**src/rtl/imm_ext_pipe.sv**
```systemverilog
// Immediate generator (I/S/B/J/U/zimm/shamt) for decode, 1-cycle latency, 2-entry skid buffer, registered in_ready.
// Define IMM_ERR_EN to add out_err, which flags reserved format 111 and travels with its entry.
module imm_ext_pipe #(
    parameter int XLEN  = 32,
    parameter int TAG_W = 5
) (
    input  logic             clk,
    input  logic             rst_n,
    input  logic             flush,
    input  logic             in_valid,
    output logic             in_ready,
    input  logic [24:0]      in_instr,
    input  logic [2:0]       in_imm_src,
    input  logic [TAG_W-1:0] in_tag,
    output logic             out_valid,
    input  logic             out_ready,
    output logic [XLEN-1:0]  out_imm,
    output logic [TAG_W-1:0] out_tag
`ifdef IMM_ERR_EN
    ,
    output logic             out_err
`endif
);

    // in_instr carries instruction bits [31:7]; keep the original bit numbering
    logic [31:7]      w_ins;
    logic [5:0]       w_shamt;
    logic [31:0]      w_raw;
    logic [XLEN-1:0]  w_imm;

    assign w_ins   = in_instr;
    assign w_shamt = (XLEN == 64) ? w_ins[25:20] : {1'b0, w_ins[24:20]};

    always_comb begin
        w_raw = 32'b0;
        case (in_imm_src)
            3'b000: w_raw = {{20{w_ins[31]}}, w_ins[31:20]};
            3'b001: w_raw = {{20{w_ins[31]}}, w_ins[31:25], w_ins[11:7]};
            3'b010: w_raw = {{19{w_ins[31]}}, w_ins[31], w_ins[7], w_ins[30:25], w_ins[11:8], 1'b0};
            3'b011: w_raw = {{11{w_ins[31]}}, w_ins[31], w_ins[19:12], w_ins[20], w_ins[30:21], 1'b0};
            3'b100: w_raw = {w_ins[31:12], 12'b0};
            3'b101: w_raw = {27'b0, w_ins[19:15]};
            3'b110: w_raw = {26'b0, w_shamt};
            default: w_raw = 32'b0;
        endcase
    end

    // Zero-extended formats have bit 31 clear, so one sign-extension covers every format
    assign w_imm = XLEN'(signed'(w_raw));

    logic             r_main_vld;
    logic             r_skid_vld;
    logic             r_in_rdy;
    logic [XLEN-1:0]  r_main_imm;
    logic [XLEN-1:0]  r_skid_imm;
    logic [TAG_W-1:0] r_main_tag;
    logic [TAG_W-1:0] r_skid_tag;

    logic w_acc;
    logic w_fire;
    logic w_ld_main_in;
    logic w_ld_main_skid;
    logic w_ld_skid;
    logic w_main_vld_nxt;
    logic w_skid_vld_nxt;

    assign w_acc          = in_valid && r_in_rdy && !flush;
    assign w_fire         = r_main_vld && out_ready;
    assign w_ld_main_in   = w_acc && (!r_main_vld || (w_fire && !r_skid_vld));
    assign w_ld_skid      = w_acc && !w_ld_main_in;
    assign w_ld_main_skid = w_fire && r_skid_vld;
    assign w_main_vld_nxt = w_ld_main_in || w_ld_main_skid || (r_main_vld && !w_fire);
    assign w_skid_vld_nxt = w_ld_skid || (r_skid_vld && !w_fire);

    always_ff @(posedge clk or negedge rst_n) begin
        if (!rst_n) begin
            r_main_vld <= 1'b0;
            r_skid_vld <= 1'b0;
            r_in_rdy   <= 1'b1;
            r_main_imm <= '0;
            r_skid_imm <= '0;
            r_main_tag <= '0;
            r_skid_tag <= '0;
        end else if (flush) begin
            // Squash drops occupancy only; stale data stays but is never presented
            r_main_vld <= 1'b0;
            r_skid_vld <= 1'b0;
            r_in_rdy   <= 1'b1;
        end else begin
            r_main_vld <= w_main_vld_nxt;
            r_skid_vld <= w_skid_vld_nxt;
            r_in_rdy   <= !w_skid_vld_nxt;
            if (w_ld_main_in) begin
                r_main_imm <= w_imm;
                r_main_tag <= in_tag;
            end else if (w_ld_main_skid) begin
                r_main_imm <= r_skid_imm;
                r_main_tag <= r_skid_tag;
            end
            if (w_ld_skid) begin
                r_skid_imm <= w_imm;
                r_skid_tag <= in_tag;
            end
        end
    end

`ifdef IMM_ERR_EN
    logic r_main_err;
    logic r_skid_err;
    logic w_err;

    assign w_err = (in_imm_src == 3'b111);

    always_ff @(posedge clk or negedge rst_n) begin
        if (!rst_n) begin
            r_main_err <= 1'b0;
            r_skid_err <= 1'b0;
        end else if (!flush) begin
            if (w_ld_main_in) begin
                r_main_err <= w_err;
            end else if (w_ld_main_skid) begin
                r_main_err <= r_skid_err;
            end
            if (w_ld_skid) begin
                r_skid_err <= w_err;
            end
        end
    end

    assign out_err = r_main_err;
`endif

    assign in_ready  = r_in_rdy;
    assign out_valid = r_main_vld;
    assign out_imm   = r_main_imm;
    assign out_tag   = r_main_tag;

endmodule

```
**config.mk**
```make
export PLATFORM = sky130hd
export DESIGN_NAME = imm_ext_pipe
export DESIGN_NICKNAME = d
export VERILOG_FILES = /design/src/rtl/imm_ext_pipe.sv
export SDC_FILE = /design/constraint.sdc
export NUM_CORES = 1
export LEC_CHECK = 0
export CAP_MARGIN = 25
export CORE_MARGIN = 2
export CORE_UTILIZATION = 40
export CTS_BUF_LIST = sky130_fd_sc_hd__clkbuf_8
export CTS_CLUSTER_DIAMETER = 80
export DETAILED_ROUTE_END_ITERATION = 12
export DONT_BUFFER_PORTS = 1
export PLACE_DENSITY = 0.66
export SLEW_MARGIN = 10
export SYNTH_ARGS = -nofsm -noshare
export SYNTH_HDL_FRONTEND = slang
export SYNTH_SLANG_ARGS = --single-unit
```
**constraint.sdc**
```tcl
create_clock -name clk -period 1.4 [get_ports clk]
set_input_delay 0.28 -clock clk [delete_from_list [all_inputs] [get_ports clk]]
set_output_delay 0.28 -clock clk [all_outputs]
set_load 0.05 [all_outputs]
```
==> reports/metrics.yaml, run 1 <==
die_w_um: 103
switchingPower_uw: 2670
status: "finished, violations left"
fin_ws_ns: -0.232
cp_max_fo: 8
clockBufferDepth: 2
layout_commonest_cell: "dfrtp_1"
p_int_uw: 4070
timing.hold.ws_ns: -0.396
post_drt_wl_per_cell_um: 17.9
antenna_found_initial: 0
dr.pass1.iters: 4
cp-start-kind: "flip-flop"
syn_area_um2: 3910
setup_violations: 75
num_io_pins: 77
worstPathArrival_ns: 1.90
grt_max_degree: 78
clk_pin_slew_ns: 0.09
grt_pass1_wl_mm: 15.3
final_nets: 467
combPwrFrac_pct: 21.0
ys_top_cells_by_area: "dfrtp_1 (49%), nand2_1 (6.1%), o21ai_1 (4.6%)"
grt_pass1_vias: 3012
fill_cells: 897
viasPerCell: 5.43
synthCells: 398
ant_nets: 0
htreeDepth: 3
cts_tree: "built"
synthArstFlopShare_pct: 100
tns_ns: -10.16
finalHoldViolCount: 77
min_period_over_period_pct: 117
yosys.area.top_type: "dfrtp_1"
hold_buffers: 1
drive_gt1_share_pct: 31.3
syn_nets: 436
drcViolationCount: 0
core_um2: 9640
crit_chain: "and3b_2 > a21boi_4 > buf_6 > clkbuf_16 > nand2b_1 > a31oi_1"
period_needed_ns: 1.63
pwr_density_cell_nw_per_um2: 1380
clock_latency_ns: 0.36
tightest_slew_ns: 0.524
dp_slack_ns: -0.202
relSlewSlack_pct: 65.1
yosysTopAreaCellShare_pct: 48.6
synth_flop_cell: "dfrtp_1"
critPathKind: "reg2reg"
drtIter0Drc: 159
final_cell_mix: "dfrtp_1 (75), nand2_1 (57), o21ai_1 (31)"
p_sw_share_pct: 39.6
start_util_pct: 40.6
rows: 36
numCtsBuffers: 9
wirelength_mm: 10.1
die-area_um2: 10600
synthDistinctLibCells: 49
hpwlAfterDp_mm: 6.62
fin_util_pct: 50.6
clock_skew_ns: 0.0103
place_congestion: 0.860
critPathMaxStageDelay_ns: 0.57
overflow: 0
clkPwrFrac_pct: 23.6
via_count: 3081
timing.fmax_mhz: 613
drv_cap: 0
cp-end-kind: "flip-flop"
ys_ff_latch: 77
power_uw: 6740
rsz0062_at_grt: "yes"
min_path_type: "in2async"
slew_viol_final: 0
peakVddDrop_v: 0.000814
port_buffers: 0
synth_edf_count: 0
clock-sinks: 77
ctsRootBufferMaster: "clkbuf_8"
violations: "hold timing, setup timing"
antennaDiodeCount: 0
cp.required_ns: 1.67
slowest_stage: "dfstp_2"
die_y_um: 103
grt.total_usage_pct: 18.8
yosysSeqAreaShare_pct: 49.3
yosys_warnings: 0
pwr-share-seq_pct: 55.4
area_delta_synth_final_pct: 24.7
power_leakage_uw: 0.00210
syn-mean-instance-area_um2: 9.83
-- worst paths after layout --
path,end,slack [ns],from,cells after the start
setup / recovery,out_imm[7],-0.23,in_ready,6
hold / removal,out_tag[0],-0.40,rst_n,0
setup reg to reg,out_imm[7],-0.23,in_ready,6
hold reg to reg,r_skid_imm[12],0.50,r_skid_imm[12],2
max in group asynchronous,in_ready,1.58,rst_n,0
min in group clk,r_skid_imm[31],0.05,in_instr[24],2
-- power by group through the flow --
stage	Clock [uW]	Sequential [uW]	Combinational, uW
after floorplan	0	3820	905
after global placement	0	3750	1240
after detailed placement	0	3770	1280
after CTS	1630	3730	1310
after global routing	1720	3810	1560
final	1590	3740	1420
-- layer usage --
metal,vias to the layer above,global-route usage (%),wire length [um]
met4,0,4.45,123
met5,-,0,0
met1,1504,23.6,4280
met3,11,7.86,707
li1,1472,-,-
met2,94,30.4,5030
-- sequential cells by signal, summed over array words and instances, names as in the netlist --
register,count
r_skid_imm,32
r_skid_vld,1
in_ready,1
out_imm,32
r_skid_tag,5
out_valid,1
out_tag,5
-- critical path: cells and delay by family, from the launching register on --
family	cells	cell delay, ns
AND/OR/NAND/NOR	2	0.26
flip-flops	1	0.57
buffers and inverters	2	0.32
AO/OA/AOI/OAI	2	0.40
-- cell families (layout without fill, tap and decap cells) --
| group | count (synthesis) | after routing | synth area share, % |
|---|---|---|---|
| buffers and inverters | 35 | 71 | 4.57 |
| and+or+nand+nor | 140 | 140 | 17.5 |
| AOI/OAI and AO/OA | 124 | 124 | 22.2 |
| DFF | 77 | 77 | 49.3 |
| xor gates and xnor gates | 1 | 1 | 0.703 |
| muxes | 21 | 21 | 5.85 |
-- through the flow --
stage / hold WS [ns] / cell area, um^2 / instances
5_1_grt: -0.420 / 4880 / 567
3_5_place_dp: -0.0137 / 4320 / 538
3_3_place_gp: -0.0137 / 4320 / 538
2_1_floorplan: -0.0156 / 4050 / 398
4_1_cts: -0.413 / 4590 / 556
6_report: -0.396 / 4880 / 567
-- Yosys cell counts (4+ instances only) --
library cell / n
and2_1: 13
mux2_1: 8
o21a_1: 6
nor2_1: 27
o31ai_2: 11
o21ai_1: 36
mux2_2: 7
a31oi_1: 12
clkbuf_1: 13
o211ai_1: 4
mux2i_1: 6
nand2b_1: 13
dfrtp_1: 76
buf_2: 14
a22oi_1: 9
a22o_1: 6
nand2_1: 64
nor2b_1: 5
a21oi_1: 23
-- area by class of cell --
type,count,area [um^2],area share [%]
inverter,2,7.51,0.154
tap,133,166,3.41
multi-input combinational,286,1960,40.3
sequential,77,1930,39.5
clock inverter,7,56.3,1.15
timing repair buffer,53,632,12.9
clock buffer,9,124,2.54
-- timing repair --
| item | CTS | global route |
|---|---|---|
| buffers inserted | 1 | 5 |
| endpoints found under the hold margin | 78 | 77 |
| gates cloned | 0 | 6 |
| pin swaps | 0 | 15 |
| endpoints found under the setup margin | 74 | 75 |
| resized for setup | 18 | 36 |
Note: power is estimated with default switching activity, not from simulation.
==> run 2, diff against run 1 <==
--- a/config.mk
+++ b/config.mk
@@ -10,9 +10,11 @@
 export CORE_UTILIZATION = 40
 export CTS_BUF_LIST = sky130_fd_sc_hd__clkbuf_8
 export CTS_CLUSTER_DIAMETER = 80
+export CTS_CLUSTER_SIZE = 8
 export DETAILED_ROUTE_END_ITERATION = 12
 export DONT_BUFFER_PORTS = 1
 export PLACE_DENSITY = 0.66
+export SKIP_CTS_REPAIR_TIMING = 1
 export SLEW_MARGIN = 10
 export SYNTH_ARGS = -nofsm -noshare
 export SYNTH_HDL_FRONTEND = slang
==> reports/metrics.yaml, run 2 (synthesis results as in run 1) <==
violations: "hold timing, setup timing"  # unchanged
dp.cells: 538  # unchanged
area_delta_synth_final_pct: 24.0  # was 24.7%
critPathKind: "reg2reg"  # unchanged
die-area_um2: 10600  # unchanged
power_leakage_uw: 0.00211  # was 0.00210 uW
viasPerCell: 5.49  # was 5.43
finalHoldViolCount: 77  # unchanged
dr.pass1.iters: 4  # unchanged
die_y_um: 103  # unchanged
timing.fmax_mhz: 620  # was 613 MHz
post_drt_wl_per_cell_um: 17.6  # was 17.9 um
worstPathArrival_ns: 1.87  # was 1.90 ns
core_um2: 9640  # unchanged
r2r_slack_ns: -0.21  # was -0.23 ns
min_path_type: "in2async"  # unchanged
relSlewSlack_pct: 64.8  # was 65.1%
grt_max_degree: 78  # unchanged
fin_cells: 562  # was 567
drtIter0Drc: 168  # was 159
ctsRootBufferMaster: "clkbuf_8"  # unchanged
via_count: 3085  # was 3081
drive_gt1_share_pct: 32.2  # was 31.3%
overflow: 0  # unchanged
clock_skew_ns: 0.00812  # was 0.0103 ns
slowest_stage: "dfstp_2"  # unchanged
multi_input_area_um2: 2010  # was 1960 um^2
wirelength_mm: 9.88  # was 10.1 mm
min_period_over_period_pct: 115  # was 117%
antenna_found_initial: 0  # unchanged
hpwlAfterDp_mm: 6.62  # unchanged
critPathMaxStageDelay_ns: 0.57  # about the same
drcViolationCount: 0  # unchanged
period_needed_ns: 1.61  # was 1.63 ns
ff2ff_path_depth: 6  # unchanged
ant_nets: 0  # unchanged
peakVddDrop_v: 0.000870  # was 0.000814 V
cp-end-kind: "flip-flop"  # unchanged
cp-start-kind: "flip-flop"  # unchanged
rsz0062_at_grt: "yes"  # unchanged
final_area_um2: 4850  # was 4880 um^2
cp.required_ns: 1.65  # was 1.67 ns
grt.total_usage_pct: 18.7  # was 18.8%
grt_pass1_wl_mm: 15.2  # was 15.3 mm
fin_ws_ns: -0.214  # was -0.232 ns
num_io_pins: 77  # unchanged
power_uw: 6710  # was 6740 uW
layout_commonest_cell: "dfrtp_1"  # unchanged
grt_pass1_vias: 2983  # was 3012
htreeDepth: 3  # unchanged
pwr_density_cell_nw_per_um2: 1380  # about the same
rows: 36  # unchanged
final_cell_mix: "dfrtp_1 (75), nand2_1 (56), o21ai_1 (30)"  # was dfrtp_1 (75), nand2_1 (57), o21ai_1 (31)
final_nets: 462  # was 467
slew_viol_final: 0  # unchanged
drv_cap: 0  # unchanged
numCtsBuffers: 9  # unchanged
cts_tree: "built"  # unchanged
regArea_um2: 1930  # unchanged
clockBufferDepth: 2  # unchanged
status: "finished, violations left"  # unchanged
fin_util_pct: 50.3  # was 50.6%
place_congestion: 0.860  # unchanged
placed_area_um2: 4320  # unchanged
clock-sinks: 77  # unchanged
r2r_start: "in_ready"  # unchanged
port_buffers: 0  # unchanged
crit_chain: "and3b_2 > a21boi_4 > buf_6 > clkbuf_16 > and2_4 > o31ai_2"  # was and3b_2 > a21boi_4 > buf_6 > clkbuf_16 > nand2b_1 > a31oi_1
antennaDiodeCount: 0  # unchanged
fill_cells: 893  # was 897
clock_latency_ns: 0.36  # about the same
setup_violations: 75  # unchanged
reg2reg_to: "out_imm[28]"  # was out_imm[7]
start_util_pct: 40.6  # unchanged
dp_slack_ns: -0.202  # unchanged
timing.hold.ws_ns: -0.395  # was -0.396 ns
cp_max_fo: 8  # unchanged
tightest_slew_ns: 0.528  # was 0.524 ns
clk_pin_slew_ns: 0.09  # about the same
die_w_um: 103  # unchanged
==> run 2: final cells by class <==
type / instances / area share, %
Clock buffer: 9 / 2.55
Tap cell: 133 / 3.43
Multi-Input combinational cell: 286 / 41.5
Timing Repair Buffer: 48 / 11.5
Inverter: 2 / 0.155
Sequential cell: 77 / 39.8
Clock inverter: 7 / 1.16
==> run 2: worst max-delay path, delay by kind of cell, from the launching register on <==
kind	cells	cell delay (ns)
compound gates	2	0.25
buf+inv	2	0.35
flops	1	0.57
simple gates	2	0.35
==> run 2: stage by stage <==
step / TNS [ns] / hold WS (ns)
floorplan: -16.15 / -0.0156
global placement: -6.82 / -0.0137
detailed placement: -8.58 / -0.0137
CTS: -9.60 / -0.413
global route: -15.24 / -0.426
finish: -10.80 / -0.395
==> run 2: worst max-delay path by stage <==
| stage | from | endpoint | slack [ns] | depth (start not counted) |
|---|---|---|---|---|
| final | in_ready | out_imm[28] | -0.21 | 6 |
| after global placement | in_ready | out_imm[23] | -0.14 | 6 |
| after global routing | in_ready | out_imm[21] | -0.27 | 6 |
| after floorplan | in_ready | out_imm[19] | -0.32 | 5 |
| after CTS | in_ready | out_imm[21] | -0.22 | 6 |
| after detailed placement | in_ready | out_imm[21] | -0.20 | 6 |
==> run 2: power breakdown <==
part	switching [uW]	total [uW]	internal [uW]
logic	696	1390	694
registers	1040	3740	2690
clock network	919	1580	665
total	2660	6710	4050
==> run 2: layer usage <==
| layer | part of all wire [%] | global-route usage [%] | up-vias |
|---|---|---|---|
| met2 | 50 | 30.0 | 109 |
| met3 | 8.4 | 7.86 | 12 |
| met4 | 1.3 | 4.25 | 0 |
| met1 | 40 | 23.6 | 1498 |
| met5 | 0 | 0 | - |
| li1 | - | - | 1466 |
